**src/rtl/branch_resolve_unit.sv**
```systemverilog
// Branch resolve unit: decodes MIPS conditional branches in ID, resolves the
// condition from the register operands, computes the target and sequences the
// optional delay slot, IF/ID flush, PC redirect and $31 link write. It also
// keeps saturating taken/not-taken statistics.
//
// Ports:
//   clk, reset          clock, synchronous active-high reset
//   valid_i, stall_i    branch candidate present / pipeline stall
//   flush_i             abort from a later stage, cancels pending redirect
//   opcode_i, rt_i,     instruction fields [31:26], [20:16], [15:0]
//   offset_i
//   op_a_i, op_b_i      rs / rt register values
//   pc_i                PC of the branch
//   busy_o              unit not idle
//   taken_o, target_o   registered decision and target, held until next accept
//   illegal_o           one-cycle pulse for unsupported encodings
//   redirect_o          one-cycle PC-load pulse
//   if_id_flush_o       one-cycle IF/ID flush, coincident with redirect_o
//   link_we_o           one-cycle $31 write pulse
//   link_addr_o         constant 31
//   link_data_o         registered pc_i+8
//   taken_cnt_o         saturating taken counter
//   nt_cnt_o            saturating not-taken counter
module branch_resolve_unit #(
  parameter int unsigned DATA_W     = 32,
  parameter int unsigned ADDR_W     = 32,
  parameter int unsigned DELAY_SLOT = 1,
  parameter int unsigned CNT_W      = 16
) (
  input  logic              clk,
  input  logic              reset,
  input  logic              valid_i,
  input  logic              stall_i,
  input  logic              flush_i,
  input  logic [5:0]        opcode_i,
  input  logic [4:0]        rt_i,
  input  logic [15:0]       offset_i,
  input  logic [DATA_W-1:0] op_a_i,
  input  logic [DATA_W-1:0] op_b_i,
  input  logic [ADDR_W-1:0] pc_i,
  output logic              busy_o,
  output logic              taken_o,
  output logic              illegal_o,
  output logic [ADDR_W-1:0] target_o,
  output logic              redirect_o,
  output logic              if_id_flush_o,
  output logic              link_we_o,
  output logic [4:0]        link_addr_o,
  output logic [ADDR_W-1:0] link_data_o,
  output logic [CNT_W-1:0]  taken_cnt_o,
  output logic [CNT_W-1:0]  nt_cnt_o
);

  localparam logic [5:0] OP_REGIMM = 6'b000001;
  localparam logic [5:0] OP_BEQ    = 6'b000100;
  localparam logic [5:0] OP_BNE    = 6'b000101;
  localparam logic [5:0] OP_BLEZ   = 6'b000110;
  localparam logic [5:0] OP_BGTZ   = 6'b000111;

  localparam logic [4:0] RT_BLTZ   = 5'b00000;
  localparam logic [4:0] RT_BGEZ   = 5'b00001;
  localparam logic [4:0] RT_BLTZAL = 5'b10000;
  localparam logic [4:0] RT_BGEZAL = 5'b10001;

  localparam logic [4:0] LINK_REG  = 5'd31;

  // Target arithmetic is done at least 18 bits wide so the shifted offset
  // keeps its sign even for narrow PCs; the result wraps to ADDR_W.
  localparam int unsigned EXT_W = (ADDR_W > 18) ? ADDR_W : 18;

  typedef enum logic [1:0] {
    S_IDLE,
    S_EVAL,
    S_SLOT,
    S_REDIRECT
  } state_e;

  state_e state_q, state_d;

  logic              accept_c;
  logic              is_branch_c;
  logic              taken_c;
  logic              illegal_c;
  logic              link_c;
  logic              zero_c;
  logic              neg_c;
  logic [EXT_W-1:0]  off_ext_c;
  logic [EXT_W-1:0]  sum_c;
  logic [ADDR_W-1:0] target_c;
  logic [ADDR_W-1:0] link_data_c;

  logic              taken_q;
  logic              illegal_q;
  logic              link_we_q;
  logic [ADDR_W-1:0] target_q;
  logic [ADDR_W-1:0] link_data_q;
  logic [CNT_W-1:0]  taken_cnt_q;
  logic [CNT_W-1:0]  nt_cnt_q;

  // Branch decode and condition evaluation.
  always_comb begin
    is_branch_c = 1'b0;
    taken_c     = 1'b0;
    illegal_c   = 1'b0;
    link_c      = 1'b0;
    // BEQ/BNE compare the two operands; all other forms compare rs against zero.
    zero_c      = ((opcode_i == OP_BEQ) || (opcode_i == OP_BNE)) ?
                  (op_a_i == op_b_i) : (op_a_i == '0);
    neg_c       = op_a_i[DATA_W-1];
    case (opcode_i)
      OP_BEQ: begin
        is_branch_c = 1'b1;
        taken_c     = zero_c;
      end
      OP_BNE: begin
        is_branch_c = 1'b1;
        taken_c     = !zero_c;
      end
      OP_BGTZ: begin
        is_branch_c = 1'b1;
        if (rt_i != 5'd0) illegal_c = 1'b1;
        else              taken_c   = !zero_c && !neg_c;
      end
      OP_BLEZ: begin
        is_branch_c = 1'b1;
        if (rt_i != 5'd0) illegal_c = 1'b1;
        else              taken_c   = zero_c || neg_c;
      end
      OP_REGIMM: begin
        is_branch_c = 1'b1;
        case (rt_i)
          RT_BLTZ:   taken_c = neg_c;
          RT_BGEZ:   taken_c = !neg_c;
          RT_BLTZAL: begin
            taken_c = neg_c;
            link_c  = 1'b1;
          end
          RT_BGEZAL: begin
            taken_c = !neg_c;
            link_c  = 1'b1;
          end
          default:   illegal_c = 1'b1;
        endcase
      end
      default: ;
    endcase
  end

  // Target = pc + 4 + sext(offset) << 2, and link data = pc + 8.
  always_comb begin
    off_ext_c   = EXT_W'($signed({offset_i, 2'b00}));
    sum_c       = EXT_W'(pc_i) + off_ext_c + EXT_W'(4);
    target_c    = ADDR_W'(sum_c);
    link_data_c = pc_i + ADDR_W'(8);
  end

  // Next-state logic; flush_i always returns to IDLE and blocks acceptance.
  always_comb begin
    state_d  = state_q;
    accept_c = 1'b0;
    case (state_q)
      S_IDLE: begin
        if (valid_i && !stall_i && is_branch_c) begin
          accept_c = 1'b1;
          state_d  = S_EVAL;
        end
      end
      S_EVAL: begin
        if (taken_q) state_d = (DELAY_SLOT != 0) ? S_SLOT : S_REDIRECT;
        else         state_d = S_IDLE;
      end
      S_SLOT: begin
        if (!stall_i) state_d = S_REDIRECT;
      end
      S_REDIRECT: state_d = S_IDLE;
      default:    state_d = S_IDLE;
    endcase
    if (flush_i) begin
      state_d  = S_IDLE;
      accept_c = 1'b0;
    end
  end

  // State, decision capture, pulses and statistics.
  always_ff @(posedge clk) begin
    if (reset) begin
      state_q     <= S_IDLE;
      taken_q     <= 1'b0;
      illegal_q   <= 1'b0;
      link_we_q   <= 1'b0;
      target_q    <= '0;
      link_data_q <= '0;
      taken_cnt_q <= '0;
      nt_cnt_q    <= '0;
    end else begin
      state_q   <= state_d;
      illegal_q <= accept_c && illegal_c;
      link_we_q <= accept_c && link_c;
      if (accept_c) begin
        taken_q     <= taken_c;
        target_q    <= target_c;
        link_data_q <= link_data_c;
      end
      // EVAL always lasts one cycle, so this is the EVAL exit edge.
      if (state_q == S_EVAL) begin
        if (taken_q) begin
          if (taken_cnt_q != {CNT_W{1'b1}}) taken_cnt_q <= taken_cnt_q + CNT_W'(1);
        end else begin
          if (nt_cnt_q != {CNT_W{1'b1}}) nt_cnt_q <= nt_cnt_q + CNT_W'(1);
        end
      end
    end
  end

  assign busy_o        = (state_q != S_IDLE);
  assign taken_o       = taken_q;
  assign illegal_o     = illegal_q;
  assign target_o      = target_q;
  assign link_we_o     = link_we_q;
  assign link_addr_o   = LINK_REG;
  assign link_data_o   = link_data_q;
  assign taken_cnt_o   = taken_cnt_q;
  assign nt_cnt_o      = nt_cnt_q;
  // A late-stage flush must be able to kill the redirect in the same cycle.
  assign redirect_o    = (state_q == S_REDIRECT) && !flush_i;
  assign if_id_flush_o = (state_q == S_REDIRECT) && !flush_i;

endmodule
```
**config.mk**
```make
export PLATFORM = sky130hd
export DESIGN_NAME = branch_resolve_unit
export DESIGN_NICKNAME = d
export VERILOG_FILES = /design/src/rtl/branch_resolve_unit.sv
export SDC_FILE = /design/constraint.sdc
export NUM_CORES = 1
export LEC_CHECK = 0
export CAP_MARGIN = 20
export CORE_MARGIN = 5
export CORE_UTILIZATION = 51
export CTS_BUF_LIST = sky130_fd_sc_hd__clkbuf_8
export CTS_CLUSTER_SIZE = 14
export DETAILED_ROUTE_END_ITERATION = 8
export PLACE_DENSITY = 0.89
export SLEW_MARGIN = 20
export SYNTH_ARGS = -nofsm -noshare
export SYNTH_HDL_FRONTEND = slang
export SYNTH_SLANG_ARGS = --single-unit
```
**constraint.sdc**
```tcl
create_clock -name clk -period 6.7 [get_ports clk]
set_input_delay 1.005 -clock clk [delete_from_list [all_inputs] [get_ports clk]]
set_output_delay 1.005 -clock clk [all_outputs]
set_load 0.01 [all_outputs]
```
**Word-level counts from Yosys, hierarchy flattened**

Cells that the tools add are included.
Widths: inputs -> output; s select.

- Multiplexer cells: 18
- Bitwise logic cells: 1
- Add/subtract/negate cells: 5
- Reduce and logical (&&, ||, !) cells: 27
- Equality and inequality tests: 16

Operators by type and width:

| kind | count |
|---|---|
| $add 16x1->16 const B | 2 |
| $add 32x3->32 const B | 1 |
| $add 32x32->32 | 1 |
| $add 32x4->32 const B | 1 |
| $eq 32x32->1 | 1 |
| $logic_not 32->1 | 1 |
| $ne 16x16->1 const B | 2 |
| $eq 6x3->1 const B | 4 |
| $mux 1 | 11 |
| $eq 5x5->1 const B | 2 |
| $reduce_or 2->1 | 5 |
| $pmux 2 s4 | 1 |
| $eq 6x1->1 const B | 1 |
| $logic_and 1x1->1 | 6 |
| $mux 2 | 3 |
| $reduce_and 3->1 | 2 |
| $eq 5x1->1 const B | 1 |
| $logic_not 5->1 | 1 |
| $pmux 1 s5 | 1 |
| $reduce_bool 5->1 | 1 |
| $reduce_or 5->1 | 1 |
| $eq 2x2->1 const B | 2 |
| $logic_not 1->1 | 4 |
| $ne 2x2->1 const B | 2 |
| 8 further kinds | 10 |

- Word-level logic and storage cells: 75
- Output and inout port bits: 107
- Bits in registers: 101

**Longest topological paths before layout**

- Word-level depth: 8
- Gate-level depth with buffers: 13

**Worst setup path before layout**

OpenSTA, ideal clock, no wires.

- Path kind: input to register
- Start point: input port offset_i[1]
- End point: register target_q[29] (netlist: target_o[29])
- Stages on the path: 11
- Buffers on the path: 0
- Setup slack: 3094 ps
- Setup time: 117 ps
- Data arrival time: 3489 ps
- Cell sequence: ha_1 -> ha_1 -> fa_1 -> a21o_1 -> a221o_1 -> a21o_1 -> a221o_1 -> nor2_2 -> o41ai_1 -> xor2_1 -> a22o_1

- Longest elaborated chain between the ends: 2

Ends and longest elaborated chain:

| element | RTL line | source |
|---|---|---|
| start, declared | 37 | `input logic [15:0] offset_i,` |
| $add 32x32->32 | 152 | `sum_c = EXT_W'(pc_i) + off_ext_c + EXT_W'(4);` |
| $add 32x3->32 | 152 |  |
| end signal, assigned | 201 | `target_q <= target_c;` |
| end, declared | 95 | `logic [ADDR_W-1:0] target_q;` |

No other way between the ends.
A chain may end at the register's enable or synchronous reset.

**Final worst setup path**

- Start point: input port pc_i[3]
- End point: register target_q[25] (netlist: target_o[25])

- Longest elaborated chain between the ends: 2

Ends and longest elaborated chain:

| element | RTL line | source |
|---|---|---|
| start, declared | 40 | `input logic [ADDR_W-1:0] pc_i,` |
| $add 32x32->32 | 152 |  |
| $add 32x3->32 | 152 |  |

No other way between the ends.

==> results by group <==
Synthesis
  – Most instantiated library cell after synthesis: dfxtp_1
  – Synth cell count leaders: 99 x dfxtp_1, 83 x nor2_1, 79 x nand2_1
  – Cell variety after synth: 57
  – Yosys top cell area share: 0.298
  – Mapped Cells: 805
  – Async S/R FF share, synth: 0
  – Yosys top cell by area: dfxtp_1
  – EDFF count, synth: 0
  – Synth area leaders: dfxtp_1 30%, ha_1 11%, xor2_1 10%
  – Post-Synthesis Cell Area: 6660 um^2
  – Sequential fraction of the synthesis area: 0.298
  – Avg Cell Area, Syn: 8.27 um^2
  – Predominant post-synthesis flop cell: dfxtp_1
  – Flops & latches, synth: 99
  – Ys Warns: 0

CTS
  – Reg clk slew, reported paths: 100 ps
  – Sinks on Clock Net: 99
  – CTS hold repair buffers: 0
  – Resized Gates After CTS: 0
  – Root buf cell: clkbuf_8
  – H-Tree Level Count: 3
  – Post-CTS setup buffers: 0
  – Clock latency on the worst-skew pair: 380 ps
  – CTS tree: done
  – Total CTS buffers: 9
  – Clk buf depth: 2

Timing
  – Final setup TNS: 0 ps
  – Hold_ws: 454 ps
  – Worst Skew: 9.81 ps
  – Crit path time final: 4000 ps
  – Final period util: 0.597
  – Setup Viol. Count Final: 0
  – Fin. Hold Viols: 0
  – Fin. max-slew vios: 0
  – RSZ-0062 raised after global routing: false
  – Slew @ Worst Pin: 919 ps
  – Max-slew headroom: 0.388
  – Worst setup margin: 2700 ps
  – Fmax: 250 MHz

Floorplan
  – # IOs: 235
  – Initial core utilization: 0.523
  – Die ar.: 15400 um^2
  – Die X: 124 um
  – Die Span Y: 124 um
  – Total core area: 12700 um^2
  – Row count: 41

Cells and area
  – Fillers: 1013
  – Final nets: 1201
  – Fraction of layout cells with a size suffix above 1: 0.0315
  – P&R area growth vs syn: 38.3%
  – Non-Filler Instances: 1189
  – Antenna fix cells: 0

Worst setup path
  – Worst R2R Setup Slack: 4390 ps
  – CP Max Fanout: 7
  – Req. time, crit path: 6980 ps
  – WP data arrival: 4280 ps
  – Worst setup EP type: flop
  – FF-to-FF path depth: 8
  – CP Launch Type: input port
  – Critical path class: input port to flop

Power
  – Comb pwr share: 0.277
  – Pint: 0.945 mW
  – PwrDens: 147 nW/um^2
  – Leakage: 3.49 nW
  – Sw Ratio: 0.302
  – Total Power: 1.35 mW
  – Clock power frac: 0.285
  – Sequential Power Share: 0.438
  – Switch Pwr: 0.408 mW
  – Max VDD drop: 0.000111 V

Hold path
  – Hold Path Depth: 2
  – Hold crit path type: flop to flop

Routing
  – 1st-iter DRT viols: 385
  – Drt wl/cell: 17.0 um
  – DRT antenna net count: 0
  – Vias: 6676
  – Drt total wl: 20200 um
  – Drt first pass iters: 5
  – DRC: 0
  – Vias per cell: 5.61

Place
  – DP Wirelength: 16100 um
  – # placed instances: 1173
  – Buffers added on ports: 229
  – Worst slack at placement: 2330 ps
  – RD Place Congestion: 0.945

Global routing
  – First-pass GRT wire length: 32100 um
  – Gr ovfl total: 0
  – Antenna violations before repair: 0
  – Largest net degree at the start of global routing: 96
  – Vias in the first global route: 6549
  – Total track usage: 0.248

Status
  – Outcome: finished, final reports clean

Run
  – MaxCap Viol Count: 0
final timing paths:
check	startpoint	endpoint
setup / recovery	pc_i[3]	target_o[25]
hold / removal	target_o[13]	target_o[13]
hold reg to reg	target_o[13]	target_o[13]
setup reg to reg	taken_cnt_o[3]	taken_cnt_o[4]
worst max-delay path: stages:
cell and delay [ps]:
clkdlybuf4s50_1 600, ha_1 290, ha_1 240, fa_1 420, a21o_1 230, a221o_1 320, a21o_1 210, a221o_1 330
nor2_2 170, o21ai_1 100, xor2_1 150, a22o_1 210
state kept, by name (all words and copies together), names as in the netlist, named ones only:
| name | count |
|---|---|
| nt_cnt_o | 16 |
| link_we_o | 1 |
| taken_cnt_o | 16 |
| illegal_o | 1 |
| taken_o | 1 |
| state_q | 1 |
| link_data_o | 30 |
| target_o | 32 |
layout make-up:
| cell class | count | area [um^2] | share of cell area |
|---|---|---|---|
| clock buffers | 9 | 124 | 0.0134 |
| inverters | 14 | 52.6 | 0.00571 |
| clock inverters | 7 | 70.1 | 0.00761 |
| repair buffers | 231 | 2300 | 0.250 |
| flip-flops and latches | 99 | 1980 | 0.215 |
| well taps | 172 | 215 | 0.0234 |
| multi-input cells | 657 | 4460 | 0.485 |
power by group through the flow:
stage	combinational [mW]	clock [mW]	sequential, mW
2_1_floorplan	0.215	0	0.608
3_3_place_gp	0.364	0	0.607
3_5_place_dp	0.368	0	0.607
4_1_cts	0.371	0.392	0.593
5_1_grt	0.409	0.419	0.594
6_report	0.375	0.386	0.593
logic make-up (layout without fill, tap and decap cells):
kind of cell | Yosys count | after routing | synth area share
compound gates | 166 | 166 | 0.165
xor+xnor | 112 | 112 | 0.147
fa+ha+maj | 61 | 61 | 0.116
buf+inv | 53 | 261 | 0.0363
flops | 99 | 99 | 0.298
mux | 5 | 5 | 0.00752
other cells | 1 | 5 | 0.000563
simple gates | 308 | 308 | 0.229
cell usage in the layout (no fill, tap or decap), drive strengths merged, types with 3 or more instances in the layout:
cell	instances
conb	5
o21ai	24
o21a	6
a31oi	5
a21o	13
and2	7
dfxtp	99
nor3b	4
ha	60
a211oi	32
xor2	77
o41ai	4
a21oi	58
nor4	18
nand2	79
nand3	30
buf	3
and4	9
o211ai	5
or3	4
nor2	84
nand4	23
xnor2	35
clkbuf	9
inv	17
and3	22
nor2b	4
clkdlybuf4s50	228
nor3	14
nand2b	5
mux2i	5
metal layers:
layer / track usage / vias to the layer above / share of wire
met1: 0.297 / 3107 / 0.42
met5: 0 / - / 0
li1: - / 3289 / -
met2: 0.433 / 241 / 0.49
met3: 0.0708 / 39 / 0.072
met4: 0.0671 / 0 / 0.020
metrics by stage:
stage / area, um^2 / util
final: 9210 / 0.724
after global routing: 9210 / 0.724
after CTS: 9210 / 0.724
after detailed placement: 9020 / 0.709
after global placement: 9020 / 0.709
after floorplan: 6670 / -
No activity file was read; power rests on OpenSTA's default activity.
